===== config.mk =====
export PLATFORM = sky130hd
export DESIGN_NAME = ota_sd_stim
export DESIGN_NICKNAME = d
export VERILOG_FILES = /design/src/rtl/ota_sd_stim.sv
export SDC_FILE = /design/constraint.sdc
export NUM_CORES = 1
export LEC_CHECK = 0
export CAP_MARGIN = 30
export CORE_ASPECT_RATIO = 1.75
export CORE_UTILIZATION = 35
export DETAILED_ROUTE_END_ITERATION = 10
export GPL_ROUTABILITY_DRIVEN = 0
export GPL_TIMING_DRIVEN = 0
export PLACE_DENSITY = 0.61
export SYNTH_ARGS = -nofsm -noshare
export SYNTH_HDL_FRONTEND = slang
export SYNTH_SLANG_ARGS = --single-unit

===== constraint.sdc =====
create_clock -name clk -period 3.62 [get_ports clk]
set_input_delay 0.543 -clock clk [delete_from_list [all_inputs] [get_ports clk]]
set_output_delay 0.543 -clock clk [all_outputs]
set_load 0.05 [all_outputs]

===== src/rtl/ota_sd_stim.sv =====
// First-order sigma-delta stimulus generator for an OTA input: static code,
// sawtooth ramp or triangle sweep, with load handshake and sweep-boundary sync.
module ota_sd_stim (
    input  logic       clk,
    input  logic       rst,
    input  logic       ena,
    input  logic [7:0] code_in,
    input  logic       load,
    input  logic [1:0] mode,
    input  logic [3:0] ramp_div,
    output logic       dac_out,
    output logic [7:0] cur_code,
    output logic       load_ack,
    output logic       sync
);

    typedef enum logic [1:0] {
        MODE_STATIC     = 2'b00,
        MODE_RAMP       = 2'b01,
        MODE_TRI        = 2'b10,
        MODE_STATIC_ALT = 2'b11
    } mode_e;

    typedef enum logic {
        DIR_UP   = 1'b0,
        DIR_DOWN = 1'b1
    } dir_e;

    logic [7:0]  acc;
    logic [11:0] presc;
    mode_e       mode_q;
    dir_e        dir;

    logic [8:0]  sum;
    logic [11:0] presc_max;
    logic        sweeping;
    logic        tick;
    logic        tri_entry;
    logic [7:0]  step_code;
    dir_e        step_dir;
    logic        step_sync;

    assign sum       = {1'b0, acc} + {1'b0, cur_code};
    assign presc_max = {ramp_div, 8'hFF};
    assign sweeping  = (mode_q == MODE_RAMP) || (mode_q == MODE_TRI);
    // >= keeps ticking sane if ramp_div shrinks while the prescaler is above the new limit
    assign tick      = sweeping && (presc >= presc_max);
    assign tri_entry = (mode_e'(mode) == MODE_TRI) && (mode_q != MODE_TRI);

    // Next code, direction and sync for a ramp tick.
    always_comb begin
        step_code = cur_code;
        step_dir  = dir;
        step_sync = 1'b0;
        if (mode_q == MODE_RAMP) begin
            step_code = cur_code + 8'd1;
            step_sync = (cur_code == 8'hFF);
        end else if (mode_q == MODE_TRI) begin
            if (dir == DIR_UP)
                step_code = (cur_code == 8'hFF) ? 8'hFE : cur_code + 8'd1;
            else
                step_code = (cur_code == 8'h00) ? 8'h01 : cur_code - 8'd1;
            if (step_code == 8'hFF) begin
                step_dir = DIR_DOWN;
            end else if (step_code == 8'h00) begin
                step_dir  = DIR_UP;
                step_sync = 1'b1;
            end
        end
    end

    // NOTE: all state updates use non-blocking assignments so every register
    // samples the pre-edge values of the others, regardless of statement order.
    always_ff @(posedge clk or posedge rst) begin
        if (rst) begin
            acc      <= 8'd0;
            presc    <= 12'd0;
            cur_code <= 8'd0;
            dir      <= DIR_UP;
            mode_q   <= MODE_STATIC;
            dac_out  <= 1'b0;
            load_ack <= 1'b0;
            sync     <= 1'b0;
        end else if (ena) begin
            acc      <= sum[7:0];
            dac_out  <= sum[8];
            mode_q   <= mode_e'(mode);
            load_ack <= load;
            sync     <= 1'b0;

            if (load || tri_entry || !sweeping || tick)
                presc <= 12'd0;
            else
                presc <= presc + 12'd1;

            // A load wins over a coincident tick; the tick is simply dropped.
            if (load) begin
                cur_code <= code_in;
                acc      <= 8'd0;
            end else if (tick) begin
                cur_code <= step_code;
                dir      <= step_dir;
                sync     <= step_sync;
            end

            if (tri_entry)
                dir <= DIR_UP;
        end else begin
            dac_out  <= 1'b0;
            load_ack <= 1'b0;
            sync     <= 1'b0;
        end
    end

endmodule


==> reports/summary.json <==
{
  "die_area_um2": 8030,
  "leakagePower_nw": 1.34,
  "clkLatencyLatePin_ns": 0.28,
  "synthesis.yosys.warnings": 0,
  "synthFlopType": "dfrtp_1",
  "worst-path-buf-inv": 3,
  "required_ns": 3.82,
  "clk_transition_reported_paths_ns": 0.05,
  "layout.cell_area.non_filler_um2": 3220,
  "postSynthCellCount": 308,
  "first_global_vias": 2457,
  "combinationalPowerShare_pct": 46.9,
  "io_pins": 29,
  "synth.area.top_cells": "dfrtp_1, ha_1, nand2_1",
  "grt_first_pass_wirelength_mm": 11.9,
  "layout-area-overhead-vs-synth_pct": 20.3,
  "report.final.hold_viol_count": 0,
  "worst_slew_margin_rel_pct": 60.8,
  "via_per_inst": 5.77,
  "clock_skew_ns": 0.00444,
  "grtUsageTotal_pct": 19.8,
  "synth.largest_area_cell": "dfrtp_1",
  "netlist_area_um2": 2680,
  "final.hold.worst_slack_ns": 0.511,
  "synth_adder_area_share_pct": 9.15,
  "fin_total_pwr_mw": 1.76,
  "route.final.wire_length_mm": 7.28,
  "cts-hold-fix-buffers": 0,
  "power.clock.fraction_pct": 24.5,
  "netSwitchingFraction_pct": 39.3,
  "synth_seq_cells": 34,
  "p_int_mw": 1.07,
  "floorplan.initialDensity_pct": 36.8,
  "synth_xor_xnor_area_share_pct": 5.56,
  "p_sw_uw": 692,
  "critical_path.cell_chain": "clkdlybuf4s50_1, inv_1, ha_1, nand4_1, o21ai_0, nand3_1, a21oi_1, clkbuf_1, nor2_1, a31oi_1",
  "synth.yosys.seq_area_share_pct": 31.7,
  "drive_gt1_share_pct": 11.7,
  "tns_ns": 0,
  "async_reset_ff_share_pct": 100,
  "cp-start-kind": "input pin",
  "timing.critical_path.slowest_cell_delay_ns": 0.51,
  "antenna-diode-count": 0,
  "placed_cells_incl_taps": 421,
  "die_height_um": 118,
  "timing.setup.critical_path_class": "input pin to register",
  "first_pass_iteration_count_of_the_detailed_router": 5,
  "crit_family": "compound AO/OA/AOI/OAI gates",
  "finalSetupViolCount": 0,
  "synth.top_cell.area_share_pct": 31.7,
  "drt-wirelength-per-cell_um": 17.0,
  "synthesized_area_fraction_occupied_by_and_or_nand_nor_cells_pct": 21.2,
  "cts.root.buffer_cell": "clkbuf_16",
  "finalWorstPathRequiredPeriod_ns": 3.02,
  "placement.cell_area_um2": 3080,
  "initial_drc_count": 167,
  "ir_worst_vdd_mv": 0.243,
  "tritoncts_buffers": 5,
  "core_um2": 7280,
  "dp_hpwl_mm": 5.63,
  "finish.net_count": 379,
  "initial_antenna_violation_count": 0,
  "tritoncts": "yes",
  "muxShareOfSynthArea_pct": 1.26,
  "synth_compound_area_share_pct": 23.6,
  "post-route-period-util_pct": 83.5,
  "finalNonFillerCells": 429,
  "worstSetupEndpointType": "register",
  "r2r_setup_slack_ns": 0.78,
  "htreeDepth": 2,
  "postRouteAntennaNets": 0,
  "grt_setup_unrepaired": "false",
  "synth_enable_flop_cells": 0,
  "most_numerous_cell_in_the_yosys_netlist": "dfrtp_1",
  "cts.sinks": 34,
  "cp_max_fo": 10,
  "cp.arrival_ns": 3.22,
  "worst_slew_pin_slew_ns": 0.587,
  "ys_types": 63,
  "number_of_max_slew_violations_in_the_final_report": 0,
  "rows": 41,
  "critical-path-slowest-cell": "a21oi_1",
  "maxCapViolations": 0,
  "combinational_family_with_the_most_area_after_synthesis": "compound AO/OA/AOI/OAI gates",
  "run_status": "complete, no violations",
  "cts_buffer_depth": 2,
  "share_seq_of_total_power_pct": 28.6,
  "max_freq_mhz": 331,
  "hold_class": "register to register",
  "drc": 0,
  "globalRouteOverflowTotal": 0,
  "floorplan.die.width_um": 68.2,
  "cts_setup_buffers": 0,
  "synthesis.area_per_instance_um2": 8.70,
  "total_via_count_in_the_routed_design": 2476,
  "cellPowerDensity_nw_per_um2": 547,
  "grt_max_degree": 23,
  "portBuffers": 26,
  "synth_commonest_cells": "dfrtp_1, nand2_1, nor2_1, inv_1, o21ai_0",
  "synth_nets": 345,
  "cts_resized": 0
}
logic make-up after synthesis:
logic type      Yosys count
mux                       3
buf+inv                  37
compound gates           84
xor+xnor                 17
flops                    34
simple gates            114
fa+ha+maj                19
power by group through the flow:
stage / Clock (mW) / Sequential [mW] / Combinational [mW]
6_report: 0.431 / 0.504 / 0.826
2_1_floorplan: 0 / 0.577 / 0.544
3_5_place_dp: 0 / 0.512 / 0.822
5_1_grt: 0.451 / 0.515 / 0.902
3_3_place_gp: 0 / 0.508 / 0.803
4_1_cts: 0.439 / 0.506 / 0.826
per-stage QoR:
| step | utilization (%) | setup WS [ns] |
|---|---|---|
| after floorplan | - | 0.804 |
| final | 44.2 | 0.599 |
| after global placement | 41.8 | 0.417 |
| after global routing | 44.2 | 0.455 |
| after CTS | 44.2 | 0.608 |
| after detailed placement | 42.2 | 0.335 |
cell type report:
class,instances,area [um2]
flip-flops and latches,34,851
fillers,738,4060
well taps,86,108
clock inverters,1,5.00
inverters,19,71.3
multi-input cells,237,1630
plain buffers,18,130
clock buffers,7,143
repair buffers,27,288
flip-flops by register name, indices dropped and copies added (netlist names):
register	count
presc	12
acc	8
cur_code	8
mode_q	2
dac_out	1
dir	1
load_ack	1
sync	1
layout by cell type (no fill, tap or decap), types with 2 or more instances in the layout:
master,instances
dfrtp_1,34
nand2_1,31
nor2_1,30
clkdlybuf4s50_1,26
inv_1,19
o21ai_0,19
ha_1,18
a21oi_1,14
nand3_1,10
xnor2_1,9
xor2_1,8
clkbuf_1,7
nor3_1,7
nand4_1,6
a31oi_1,6
a22o_1,6
buf_6,5
clkbuf_16,5
or3_2,4
o211ai_1,4
o22ai_1,4
and3_1,4
buf_4,3
buf_2,3
nor4_1,3
mux2_2,3
or2_2,3
o2bb2ai_1,3
clkbuf_8,2
nand2b_1,2
o211ai_2,2
o21a_1,2
nor3b_1,2
nor2b_1,2
o2111ai_1,2
a2111oi_4,2
or4_1,2
a21o_1,2
routing by layer:
layer	vias to the layer above	part of all wire, %	GRT usage, %
li1	1189	-	-
met1	1184	40	22.5
met2	76	51	32.3
met3	27	3.3	1.84
met4	0	6.1	14.7
met5	-	0	0
final timing paths:
path	to	cells after the start	startpoint
max	cur_code[1]	10	ramp_div[0]
min	acc[6]	1	acc[6]
max reg2reg	sync	10	cur_code[0]
min reg2reg	acc[6]	1	acc[6]
max in group asynchronous	presc[7]	3	rst
min in group asynchronous	acc[2]	2	rst
Power figures use the tool's default switching activity.
